--- src/rtl/shift_register_pkg.sv ---
// Shared definitions for the serial-in / parallel-out shift register.
package shift_register_pkg;

   // Smallest register that still has distinct entry and far-end stages.
   localparam int unsigned SR_MIN_WIDTH = 2;

   typedef enum logic {
      SHIFT_DIR_RIGHT = 1'b0,   // pi enters at MSB, data moves toward bit 0
      SHIFT_DIR_LEFT  = 1'b1    // pi enters at bit 0, data moves toward MSB
   } shift_dir_e;

   // Stage whose content falls off the register on the next shift.
   function automatic int unsigned far_index(input shift_dir_e dir, input int unsigned width);
      return (dir == SHIFT_DIR_LEFT) ? width - 1 : 0;
   endfunction

endpackage

--- src/rtl/shift_register_stage.sv ---
// Single register stage: one D flop with synchronous reset to a per-bit value.
import shift_register_pkg::*;

module shift_stage #(
   parameter logic RST_VAL = 1'b0
) (
   input  logic clk,
   input  logic rst,
   input  logic d,
   output logic q
);

   // Load the stage reset value on rst, otherwise capture d.
   always_ff @(posedge clk) begin
      if (rst) q <= RST_VAL;
      else     q <= d;
   end

endmodule

--- src/rtl/shift_register.sv ---
// Parameterised SIPO shift register with serial far-end output.
import shift_register_pkg::*;

module shift_register #(
   parameter int unsigned      WIDTH       = 16,
   parameter logic [WIDTH-1:0] RESET_VALUE = '0,
   parameter bit               SHIFT_LEFT  = 1'b1
) (
   input  logic             clk,
   input  logic             rst,
   input  logic             pi,
   output logic [WIDTH-1:0] q,
   output logic             so
);

   localparam shift_dir_e  DIR = SHIFT_LEFT ? SHIFT_DIR_LEFT : SHIFT_DIR_RIGHT;
   localparam int unsigned FAR = far_index(DIR, WIDTH);

   if (WIDTH < SR_MIN_WIDTH) begin : g_width_check
      $error("shift_register: WIDTH must be at least 2");
   end

   logic [WIDTH-1:0] d;

   // Next register contents: pi inserted at the entry end, everything moves one place.
   always_comb begin
      d = '0;
      if (DIR == SHIFT_DIR_LEFT) d = {q[WIDTH-2:0], pi};
      else                       d = {pi, q[WIDTH-1:1]};
   end

   for (genvar i = 0; i < WIDTH; i++) begin : g_stage
      shift_stage #(.RST_VAL(RESET_VALUE[i])) u_stage (
         .clk (clk),
         .rst (rst),
         .d   (d[i]),
         .q   (q[i])
      );
   end

   // Serial output captures the far-end bit as it is shifted out; clears on reset.
   shift_stage #(.RST_VAL(1'b0)) u_so (
      .clk (clk),
      .rst (rst),
      .d   (q[FAR]),
      .q   (so)
   );

endmodule

--- config.mk ---
export PLATFORM = sky130hd
export DESIGN_NAME = shift_register
export DESIGN_NICKNAME = d
export VERILOG_FILES = /design/src/rtl/shift_register_pkg.sv /design/src/rtl/shift_register_stage.sv /design/src/rtl/shift_register.sv
export SDC_FILE = /design/constraint.sdc
export NUM_CORES = 1
export LEC_CHECK = 0
export CAP_MARGIN = 10
export CORE_AREA = 2 2 39 41
export CTS_CLUSTER_SIZE = 24
export DETAILED_ROUTE_END_ITERATION = 8
export DIE_AREA = 0 0 41 43
export DONT_BUFFER_PORTS = 1
export PLACE_DENSITY = 0.68
export SETUP_SLACK_MARGIN = 0.05
export SYNTH_ARGS = -nofsm -noshare
export SYNTH_HDL_FRONTEND = slang
export SYNTH_SLANG_ARGS = --single-unit
--- constraint.sdc ---
create_clock -name clk -period 0.8 [get_ports clk]
set_input_delay 0.04 -clock clk [delete_from_list [all_inputs] [get_ports clk]]
set_output_delay 0.04 -clock clk [all_outputs]
set_load 0.005 [all_outputs]
==> impl_results.rst, run 1 <==
.. list-table::
   :header-rows: 1

   * - Metric
     - Value
   * - Post-detailed-route DRC marker count
     - 0
   * - Number of distinct library cell variants in the gate-level netlist after synthesis
     - 5
   * - Clock Latency Late Sink
     - between 0.2 and 0.3 ns
   * - First-pass GRT wire length
     - 848 µm
   * - Post-detailed-placement cell area
     - 484 µm²
   * - Core area
     - 0.00138 mm²
   * - Maximum root-to-sink buffer count
     - 2
   * - IO Count
     - 20
   * - RSZ-0062 raised after global routing
     - false
   * - Clock Root Buffer
     - sky130_fd_sc_hd__clkbuf_4
   * - Remaining number of nets flagged by the antenna check after routing
     - 0
   * - Length of the first detailed-routing pass in iterations
     - 1
   * - Final instance area
     - 520 µm²
   * - Hold crit path type
     - in2reg
   * - Port bufs
     - 0
   * - Vias per cell
     - 4.20
   * - Area of the mapped netlist
     - about 600 µm²
   * - H-tree depth
     - 1
   * - Count of buffers added by post-CTS timing repair for setup
     - 0
   * - Number of nets in the finished design
     - 43
   * - Overflow left after global routing
     - 0
   * - Number of flip-flops and latches in the synthesized netlist
     - 17
   * - Syn_nets
     - 54
   * - DR WL/cell
     - approximately 11 µm
   * - Outcome
     - finished, violations left
   * - Max rail drop VDD
     - around 0.001 V
   * - Number of hold violations in the final report
     - 16
   * - CTS tree
     - yes
   * - Worst Hold End
     - g_stage[12].u_stage.q
   * - Count of mapped cells out of synthesis
     - 51
   * - Height of the die
     - approximately 43 µm
   * - Number of maximum-capacitance violations
     - 0
   * - Crit path kind
     - reg2out
   * - Tot GR Track Use
     - just under 8%
   * - Syn-to-layout area delta
     - -12.6%
   * - Worst reg2reg startpoint
     - g_stage[4].u_stage.q
   * - Sum of negative setup slack
     - 0 ns
   * - Static leakage
     - about 0.22 nW
   * - Hold buffers post-CTS
     - 1
   * - Die Wd
     - between 40 and 50 µm
   * - Arrival time of data at the critical path endpoint
     - roughly 0.65 ns
   * - Data required time at the worst endpoint
     - ~0.76 ns
   * - Final-report setup violation count
     - 0
   * - Pwr dens
     - 2480 mW/mm²
   * - CTS clock-pin slew for the worst setup and hold paths
     - around 0.08 ns
   * - R2r endpoint
     - g_stage[5].u_stage.q
   * - Endpoint kind of the worst setup timing path
     - primary output
   * - Cell depth of the worst min-delay path
     - 1
   * - Cell row count
     - 14
   * - Cell taking the most area after synthesis
     - sky130_fd_sc_hd__dfxtp_1
   * - Violated checks
     - negative hold slack
   * - Post-CTS sizing
     - 0
   * - Worst reg-to-reg setup slack
     - between 0.15 and 0.2 ns
   * - Routability congestion estimate from global placement
     - about 0.52
   * - Pin count of the biggest net entering global routing
     - 18
   * - Post-Route Skew
     - between 0.002 and 0.0025 ns
   * - Hold_ws
     - -0.176 ns
   * - Count of clock tree sinks
     - 17
   * - Register area share after synthesis
     - approximately 57%
   * - Count of synthesis-stage warnings from yosys
     - 0
   * - Via count of the routed design
     - between 200 and 250
   * - Top cell type's share of synthesized area
     - a little under three fifths
   * - Maximum clock frequency
     - approximately 1500 MHz
   * - Effective utilization at floorplan
     - approximately 43%
   * - R2R depth
     - 1
   * - Final-layout fill cell count
     - 142
   * - Antenna diode count
     - 0
   * - Inserted Clock Buffers
     - 3
   * - Launch instance of the worst min-delay path
     - rst
   * - Post-synthesis average cell area
     - roughly 12 µm²
   * - Via count of the first global-routing pass
     - 226
   * - DRC violation total after the first TritonRoute iteration
     - 0
   * - Post-layout min period
     - around 0.7 ns
   * - Number of antenna violations at the first check in global routing
     - 0
   * - Slew @ Worst Pin
     - 0.123 ns
   * - Post-route fraction of the period consumed by the critical path
     - a little under nine tenths
   * - Sort of element at the start of the critical path
     - register
   * - Die footprint
     - 0.00176 mm²
   * - Pins over their slew limit
     - 0
   * - Post-Route WL
     - just over 600 µm
   * - Share of post-route cells with drive strength above 1
     - between 20% and 30%
   * - Maximum fanout along the worst path
     - 2
   * - Cell types occupying the most area after synthesis
     - sky130_fd_sc_hd__dfxtp_1 (57%), sky130_fd_sc_hd__buf_4 (20%), sky130_fd_sc_hd__nor2b_1 (11%)
   * - Relative slew slack
     - roughly 92%
cell families after synthesis:
| kind of cell | Yosys count | share of synthesized area (%) |
|---|---|---|
| buf+inv | 17 | 22.1 |
| simple gates | 17 | 20.8 |
| flops | 17 | 57.1 |
metal layers:
metal / up-vias / track usage (%) / share of wire [%]
met5: - / 0 / 0
met4: 0 / 4.00 / 0
met3: 0 / 6.81 / 13
met2: 15 / 11.3 / 43
met1: 104 / 6.91 / 44
li1: 112 / - / -
layout make-up:
class                   instances  area [µm²]  share of cell area [%]
flip-flops and latches         17         340                    65.4
clock buffers                   4        26.3                    5.05
well taps                      16        20.0                    3.85
repair buffers                  1        10.0                    1.92
multi-input cells              17         124                    23.8
how the worst max path moves through the flow:
| stage | from | end | slack [ns] | cells past startpoint |
|---|---|---|---|---|
| 2_1_floorplan | g_stage[9].u_stage.q | g_stage[10].u_stage.q | 0.23 | 1 |
| 3_3_place_gp | g_stage[5].u_stage.q | g_stage[6].u_stage.q | 0.20 | 1 |
| 3_5_place_dp | g_stage[5].u_stage.q | g_stage[6].u_stage.q | 0.19 | 1 |
| 4_1_cts | g_stage[3].u_stage.q | q[3] | 0.09 | 0 |
| 5_1_grt | g_stage[3].u_stage.q | q[3] | 0.08 | 0 |
| 6_report | g_stage[3].u_stage.q | q[3] | 0.11 | 0 |
cell usage in the layout, fill, tap and decap left out:
cell type and count:
sky130_fd_sc_hd__dfxtp_1 17, sky130_fd_sc_hd__nor2b_1 10, sky130_fd_sc_hd__and2b_2 7, sky130_fd_sc_hd__clkbuf_1 1
sky130_fd_sc_hd__dlygate4sd3_1 1, sky130_fd_sc_hd__clkbuf_4 3
stage by stage:
step                      total power, mW  util [%]  worst slack, ns  hold slack [ns]  instances
after global routing                 1.35      37.6           0.0796           -0.195         55
final                                1.29      37.6            0.113           -0.176         55
after detailed placement            0.889      35.0            0.190            0.115         50
after global placement              0.889      35.0            0.197            0.114         50
after floorplan                     0.907         -            0.232            0.168         51
after CTS                            1.33      37.6           0.0907           -0.193         55
flip-flops by register name, summed over array words and instances, names as in the netlist:
signal and count:
g_stage.u_stage.q 16, u_so.q 1
power by group:
part / leakage [nW] / internal [mW] / total [mW] / switching [mW]
Clock: 0.0150 / 0.193 / 0.418 / 0.225
Combinational: 0.0697 / 0.0118 / 0.0136 / 0.00186
Sequential: 0.137 / 0.853 / 0.859 / 0.00544
synth_stat cells, drive strengths merged:
cell type   n
and2b       7
dfxtp      17
buf        17
nor2b      10
No activity file was read; power rests on OpenSTA's default activity.
==> inputs of run 2 (changes only) <==
- REMOVE_ABC_BUFFERS: unset -> 1
==> run 2 against run 1 <==
Net effect: the flow still finishes with violations (negative hold slack); via count shrank 1.3%; power increased by 0.43%; sequential share of layout area stayed put; final area unchanged; register-to-register slack lost 0.02 ns; sequential power hardly changed; clock skew fell by 0.0018 ns; wire length is 1.6% lower; die area is the same; largest cell class unchanged; critical path depth unchanged; count of clock-buffer cells in the layout stayed put; combinational power is essentially flat.
==> impl_results.rst, run 2 (same netlist as run 1, synthesis figures left out) <==
.. list-table::
   :header-rows: 1

   * - Metric
     - Value
   * - Hold_ws
     - -0.177 ns (-0.00124 ns)
   * - Crit path kind
     - reg2out
   * - Met3 WL post-DR
     - 71 µm (-9.0%)
   * - Final non-filler cell total
     - 55 (unchanged)
   * - Relative slew slack
     - 92.4% (+0.63 points)
   * - Data required time at the worst endpoint
     - 0.76 ns (about the same)
   * - Highest metal layer used by the detailed router
     - met3
   * - Cell total after placement
     - 50 (unchanged)
   * - Number of cells on the critical path
     - 0 (unchanged)
   * - Max rail drop VDD
     - 0.000764 V (-23%)
   * - Post-Place Worst Slack
     - 0.184 ns (-0.00557 ns)
   * - RSZ-0062 raised after global routing
     - false
   * - First-pass GRT wire length
     - 869 µm (+2.5%)
   * - Antenna diode count
     - 0 (unchanged)
   * - Sum of negative setup slack
     - 0 ns (unchanged)
   * - Pwr dens
     - 2490 mW/mm² (+0.43%)
   * - Largest registers ranked by flip-flop count
     - g_stage.u_stage.q: 16 flops, u_so.q: 1 flops
   * - Overflow left after global routing
     - 0 (unchanged)
   * - Clock Latency Late Sink
     - 0.27 ns (about the same)
   * - Syn-to-layout area delta
     - -12.6% (unchanged)
   * - Arrival time of data at the critical path endpoint
     - 0.64 ns (about the same)
   * - Port bufs
     - 0 (unchanged)
   * - Number of nets in the finished design
     - 43 (unchanged)
   * - Inserted Clock Buffers
     - 3 (unchanged)
   * - Hold crit path type
     - in2reg
   * - Static leakage
     - 0.222 nW (unchanged)
   * - Routed metal-1 wirelength
     - 269 µm (-2.2%)
   * - Outcome
     - finished, violations left
   * - Core area
     - 0.00138 mm² (unchanged)
   * - Pins over their slew limit
     - 0 (unchanged)
   * - Tot GR Track Use
     - 7.86% (+0.18 points)
   * - Cell row count
     - 14 (unchanged)
   * - H-tree depth
     - 1 (unchanged)
   * - Maximum root-to-sink buffer count
     - 2 (unchanged)
   * - Number of maximum-capacitance violations
     - 0 (unchanged)
   * - Post-layout min period
     - 0.682 ns (-0.00458 ns)
   * - Post-detailed-route DRC marker count
     - 0 (unchanged)
   * - Count of buffers added by post-CTS timing repair for setup
     - 0 (unchanged)
   * - Post-CTS sizing
     - 0 (unchanged)
   * - CTS clock-pin slew for the worst setup and hold paths
     - 0.09 ns (about the same)
   * - Detailed route wirelength on metal2
     - 269 µm (+1.5%)
   * - R2R depth
     - 1 (unchanged)
   * - IO Count
     - 20 (unchanged)
   * - Length of the first detailed-routing pass in iterations
     - 2 (+1)
   * - Maximum clock frequency
     - 1470 MHz (+0.67%)
   * - Endpoint kind of the worst setup timing path
     - primary output
   * - Die Wd
     - 41 µm (unchanged)
   * - Max reg flops
     - 16 (unchanged)
   * - Hold buffers post-CTS
     - 1 (unchanged)
   * - Most frequent standard cell in the layout excluding fill and tap cells
     - sky130_fd_sc_hd__dfxtp_1
   * - CTS tree
     - yes
   * - Via count of the first global-routing pass
     - 217 (-4.0%)
   * - Reg with most FFs
     - g_stage.u_stage.q
   * - Maximum fanout along the worst path
     - 2 (unchanged)
   * - Sort of element at the start of the critical path
     - register
   * - DR WL/cell
     - 11.1 µm (-1.6%)
   * - Slew @ Worst Pin
     - 0.113 ns (-0.00937 ns)
   * - Cell depth of the worst min-delay path
     - 1 (unchanged)
   * - Routability congestion estimate from global placement
     - 0.490 (-5.3%)
   * - Via count of the routed design
     - 228 (-1.3%)
   * - Die footprint
     - 0.00176 mm² (unchanged)
   * - Pin count of the biggest net entering global routing
     - 18 (unchanged)
   * - Post-Route Skew
     - 0.000279 ns (-0.00181 ns)
   * - Share of post-route cells with drive strength above 1
     - 25.6% (unchanged)
   * - Remaining number of nets flagged by the antenna check after routing
     - 0 (unchanged)
   * - Post-Route WL
     - 609 µm (-1.6%)
   * - Number of antenna violations at the first check in global routing
     - 0 (unchanged)
   * - Worst setup margin
     - 0.118 ns (+0.00458 ns)
   * - DRC violation total after the first TritonRoute iteration
     - 3 (+3)
   * - Violated checks
     - negative hold slack
   * - Vias per cell
     - 4.15 (-1.3%)
   * - Total Power Consumption
     - 1.30 mW (+0.43%)
   * - Height of the die
     - 43 µm (unchanged)
   * - Count of clock tree sinks
     - 17 (unchanged)
   * - Final-report setup violation count
     - 0 (unchanged)
   * - Number of hold violations in the final report
     - 16 (unchanged)
   * - Clock Root Buffer
     - sky130_fd_sc_hd__clkbuf_4
   * - Effective utilization at floorplan
     - 43.0% (unchanged)
   * - Post-route fraction of the period consumed by the critical path
     - 85.3% (-0.57 points)
   * - Leading cell types in the layout, fill and taps excluded
     - sky130_fd_sc_hd__dfxtp_1 (17), sky130_fd_sc_hd__nor2b_1 (10), sky130_fd_sc_hd__and2b_2 (7)
-- run 2: cell counts in the layout (fill, tap and decap cells not counted) --
No cell type changed its count.
-- run 2: power breakdown --
group          switching, mW  internal (mW)  leakage [nW]
registers            0.00509          0.854         0.137
logic                0.00191         0.0118        0.0697
clock network          0.231          0.193        0.0150
total                  0.238           1.06         0.222
-- run 2: layout make-up --
type,count,area (µm²)
clock buffers,4,26.3
flip-flops and latches,17,340
multi-input cells,17,124
repair buffers,1,10.0
fillers,137,863
well taps,16,20.0
-- run 2: routing by layer --
layer / up-vias / track usage, %
met5: - / 0
met4: 0 / 6.00
met3: 0 / 4.71
met2: 14 / 9.69
met1: 101 / 9.45
li1: 113 / -
-- run 2: final timing paths --
| path | slack, ns | end | from |
|---|---|---|---|
| min reg2reg | 0.48 | g_stage[13].u_stage.q | g_stage[12].u_stage.q |
| max | 0.12 | q[8] | g_stage[8].u_stage.q |
| min | -0.18 | g_stage[14].u_stage.q | rst |
| max reg2reg | 0.17 | g_stage[9].u_stage.q | g_stage[8].u_stage.q |
-- run 2: metrics by stage --
step                hold slack, ns  util, %  cell area [µm²]
floorplan                    0.112        -              464
global placement             0.113     35.0              484
detailed placement           0.115     35.0              484
CTS                         -0.188     37.6              520
global route                -0.203     37.6              520
finish                      -0.177     37.6              520
==> inputs of run 3 (changes only) <==
- CTS_BUF_LIST: unset -> sky130_fd_sc_hd__clkbuf_8
- PLACE_DENSITY: 0.68 -> 0.66
- SYNTH_HIERARCHICAL: unset -> 1
==> run 3 against run 2 <==
Net effect: highest routed layer is now met4; wire length up 10%; register-to-register slack gained 0.06 ns; power increased by 14%; final cell count unchanged; non-clock buffer count unchanged; via count rose by 6.6%; area after synthesis shrank 3.6%; core utilization increased by 9.3 points; the run still ends with negative hold slack left; global-route usage rose by 2.6 points; sequential share of layout area down 13 points; worst setup slack better by 0.032 ns; clock power is 40% higher.
==> impl_results.rst, run 3 <==
.. list-table::
   :header-rows: 1

   * - Metric
     - Value
   * - Outcome
     - finished, violations left
   * - Violated checks
     - negative hold slack
   * - Number of cells on the critical path
     - 0 (unchanged)
   * - Post-layout min period
     - 0.650 ns (-0.0319 ns)
   * - First-pass GRT wire length
     - 1.06 mm (+22%)
   * - Max reg flops
     - 16 (unchanged)
   * - Sort of element at the start of the critical path
     - register
   * - Relative slew slack
     - 91.7% (-0.70 points)
   * - Leading register cell type out of synthesis
     - sky130_fd_sc_hd__dfxtp_1
   * - Largest family of logic cells by synthesized area
     - simple AND/OR/NAND/NOR gates
   * - Pwr dens
     - 2270 mW/mm² (-8.8%)
   * - Count of clock tree sinks
     - 17 (unchanged)
   * - Static leakage
     - 0.219 nW (-1.5%)
   * - Post-Route Skew
     - 0.000245 ns (-0.0000349 ns)
   * - Number of nets in the finished design
     - 43 (unchanged)
   * - RSZ-0062 raised after global routing
     - false
   * - Maximum root-to-sink buffer count
     - 2 (unchanged)
   * - Overflow left after global routing
     - 0 (unchanged)
   * - Hold buffers post-CTS
     - 1 (unchanged)
   * - Hold_ws
     - -0.148 ns (+0.0288 ns)
   * - Post-detailed-route DRC marker count
     - 0 (unchanged)
   * - Length of the first detailed-routing pass in iterations
     - 1 (-1)
   * - Post-detailed-placement cell area
     - 594 µm² (+23%)
   * - Clock Latency Late Sink
     - 0.24 ns (-0.03 ns)
   * - Top cell type's share of synthesized area
     - 59.3% (+2.1 points)
   * - Effective utilization at floorplan
     - 41.5% (-1.5 points)
   * - H-tree depth
     - 1 (unchanged)
   * - Via count of the routed design
     - 243 (+6.6%)
   * - Inserted Clock Buffers
     - 3 (unchanged)
   * - Remaining number of nets flagged by the antenna check after routing
     - 0 (unchanged)
   * - Die footprint
     - 0.00176 mm² (unchanged)
   * - Cell depth of the worst min-delay path
     - 1 (unchanged)
   * - DR WL/cell
     - 12.2 µm (+10%)
   * - Core area
     - 0.00138 mm² (unchanged)
   * - Maximum fanout along the worst path
     - 2 (unchanged)
   * - Sum of negative setup slack
     - 0 ns (unchanged)
   * - Share of the synthesized area in compound gates (AO/OA/AOI/OAI)
     - 0% (unchanged)
   * - Data required time at the worst endpoint
     - 0.76 ns (about the same)
   * - Die Wd
     - 41 µm (unchanged)
   * - IO Count
     - 20 (unchanged)
   * - Syn-to-layout area delta
     - 13.1%
   * - Slew @ Worst Pin
     - 0.124 ns (+0.0104 ns)
   * - XOR/XNOR Fraction of Synth Area
     - 0% (unchanged)
   * - Number of flip-flops and latches in the synthesized netlist
     - 17 (unchanged)
   * - Pin count of the biggest net entering global routing
     - 18 (unchanged)
   * - Register area share after synthesis
     - 59.3% (+2.1 points)
   * - Fraction of registers with async set/reset
     - 0% (unchanged)
   * - Antenna diode count
     - 0 (unchanged)
   * - Number of antenna violations at the first check in global routing
     - 0 (unchanged)
   * - Number of maximum-capacitance violations
     - 0 (unchanged)
   * - Area of the mapped netlist
     - 574 µm² (-3.6%)
   * - Cell row count
     - 14 (unchanged)
   * - Height of the die
     - 43 µm (unchanged)
   * - Arrival time of data at the critical path endpoint
     - 0.61 ns (-0.03 ns)
   * - Via count of the first global-routing pass
     - 254 (+17%)
   * - Number of distinct library cell variants in the gate-level netlist after synthesis
     - 2 (-3)
   * - CTS clock-pin slew for the worst setup and hold paths
     - 0.06 ns (-0.03 ns)
   * - R2R depth
     - 1 (unchanged)
   * - Cell types occupying the most area after synthesis
     - sky130_fd_sc_hd__dfxtp_1 (59%), sky130_fd_sc_hd__nor2b_4 (41%)
   * - Reg with most FFs
     - g_stage.u_stage/q
   * - Port bufs
     - 0 (unchanged)
   * - Synthesized-area fraction occupied by adder cells
     - 0% (unchanged)
   * - Final-layout fill cell count
     - 126 (-8.0%)
   * - Leading cell types in the layout, fill and taps excluded
     - sky130_fd_sc_hd__nor2b_4 (17), sky130_fd_sc_hd__dfxtp_1 (17), sky130_fd_sc_hd__clkbuf_8 (3)
   * - CTS tree
     - yes
   * - Tot GR Track Use
     - 10.4% (+2.6 points)
   * - Routability congestion estimate from global placement
     - 0.513 (+4.6%)
   * - Post-synthesis average cell area
     - 16.9 µm² (+45%)
   * - Largest registers ranked by flip-flop count
     - g_stage.u_stage/q: 16 flops, u_so/q: 1 flops
   * - Post-CTS sizing
     - 0 (unchanged)
   * - Number of flops mapped to enable cells by yosys
     - 0 (unchanged)
   * - Number of hold violations in the final report
     - 16 (unchanged)
   * - Crit path kind
     - reg2out
   * - Count of buffers added by post-CTS timing repair for setup
     - 0 (unchanged)
   * - Share of post-route cells with drive strength above 1
     - 51.3% (+26 points)
   * - Cell taking the most area after synthesis
     - sky130_fd_sc_hd__dfxtp_1
   * - Top cells by count, synth
     - sky130_fd_sc_hd__dfxtp_1 (17), sky130_fd_sc_hd__nor2b_4 (17)
   * - Count of mapped cells out of synthesis
     - 34 (-33%)
   * - Pins over their slew limit
     - 0 (unchanged)
   * - Clock Root Buffer
     - sky130_fd_sc_hd__clkbuf_8
   * - Post-route fraction of the period consumed by the critical path
     - 81.3% (-4.0 points)
   * - Hold crit path type
     - in2reg
   * - Maximum clock frequency
     - 1540 MHz (+4.9%)
   * - Portion of netlist area occupied by mux cells
     - 0% (unchanged)
   * - Post-Route Utilization
     - 46.9% (+9.3 points)
   * - Final-report setup violation count
     - 0 (unchanged)
   * - Post-Route WL
     - 672 µm (+10%)
   * - Vias per cell
     - 4.42 (+6.6%)
   * - Endpoint kind of the worst setup timing path
     - primary output
   * - Max rail drop VDD
     - 0.00100 V (+31%)
   * - DRC violation total after the first TritonRoute iteration
     - 0 (-3)
   * - Final instance area
     - 649 µm² (+25%)
   * - Count of synthesis-stage warnings from yosys
     - 6 (+6)
   * - Post-synthesis share of cell area spent on and, or, nand and nor gates
     - 40.7% (+20 points)
-- run 3: cell type report --
cell class                 instances  area, µm²  area share (%)
clock buffer                       3       41.3            6.36
clock inverter                     1       3.75           0.578
sequential                        17        340            52.4
multi-input combinational         17        234            36.0
timing repair buffer               1       10.0            1.54
tap                               16       20.0            3.08
-- run 3: power breakdown --
part	total (mW)	switching, mW	internal (mW)
sequential	0.861	0.00605	0.855
combinational	0.0195	0.00186	0.0176
clock	0.595	0.256	0.339
-- run 3: cells by family after synthesis --
logic type,Yosys count
flip-flops,17
AND/OR/NAND/NOR,17
-- run 3: final timing paths --
check,startpoint,to,slack (ns)
max,g_stage[2].u_stage/q,q[2],0.15
min,rst,g_stage[3].u_stage/q,-0.15
min reg2reg,g_stage[14].u_stage/q,g_stage[15].u_stage/q,0.48
max reg2reg,g_stage[2].u_stage/q,g_stage[3].u_stage/q,0.23
-- run 3: through the flow --
stage	setup WS, ns	instances	power (mW)
floorplan	0.279	34	0.894
global placement	0.261	50	0.895
detailed placement	0.227	50	0.896
CTS	0.131	55	1.50
global route	0.121	55	1.55
finish	0.150	55	1.48
-- run 3: routing by layer --
metal / up-vias / global-route usage [%] / share of wire [%] / routed length (µm)
li1: 112 / - / - / -
met1: 111 / 10.5 / 38 / 252
met2: 16 / 13.1 / 47 / 315
met3: 4 / 5.76 / 12 / 81
met4: 0 / 12.0 / 3.4 / 23
met5: - / 0 / 0 / 0
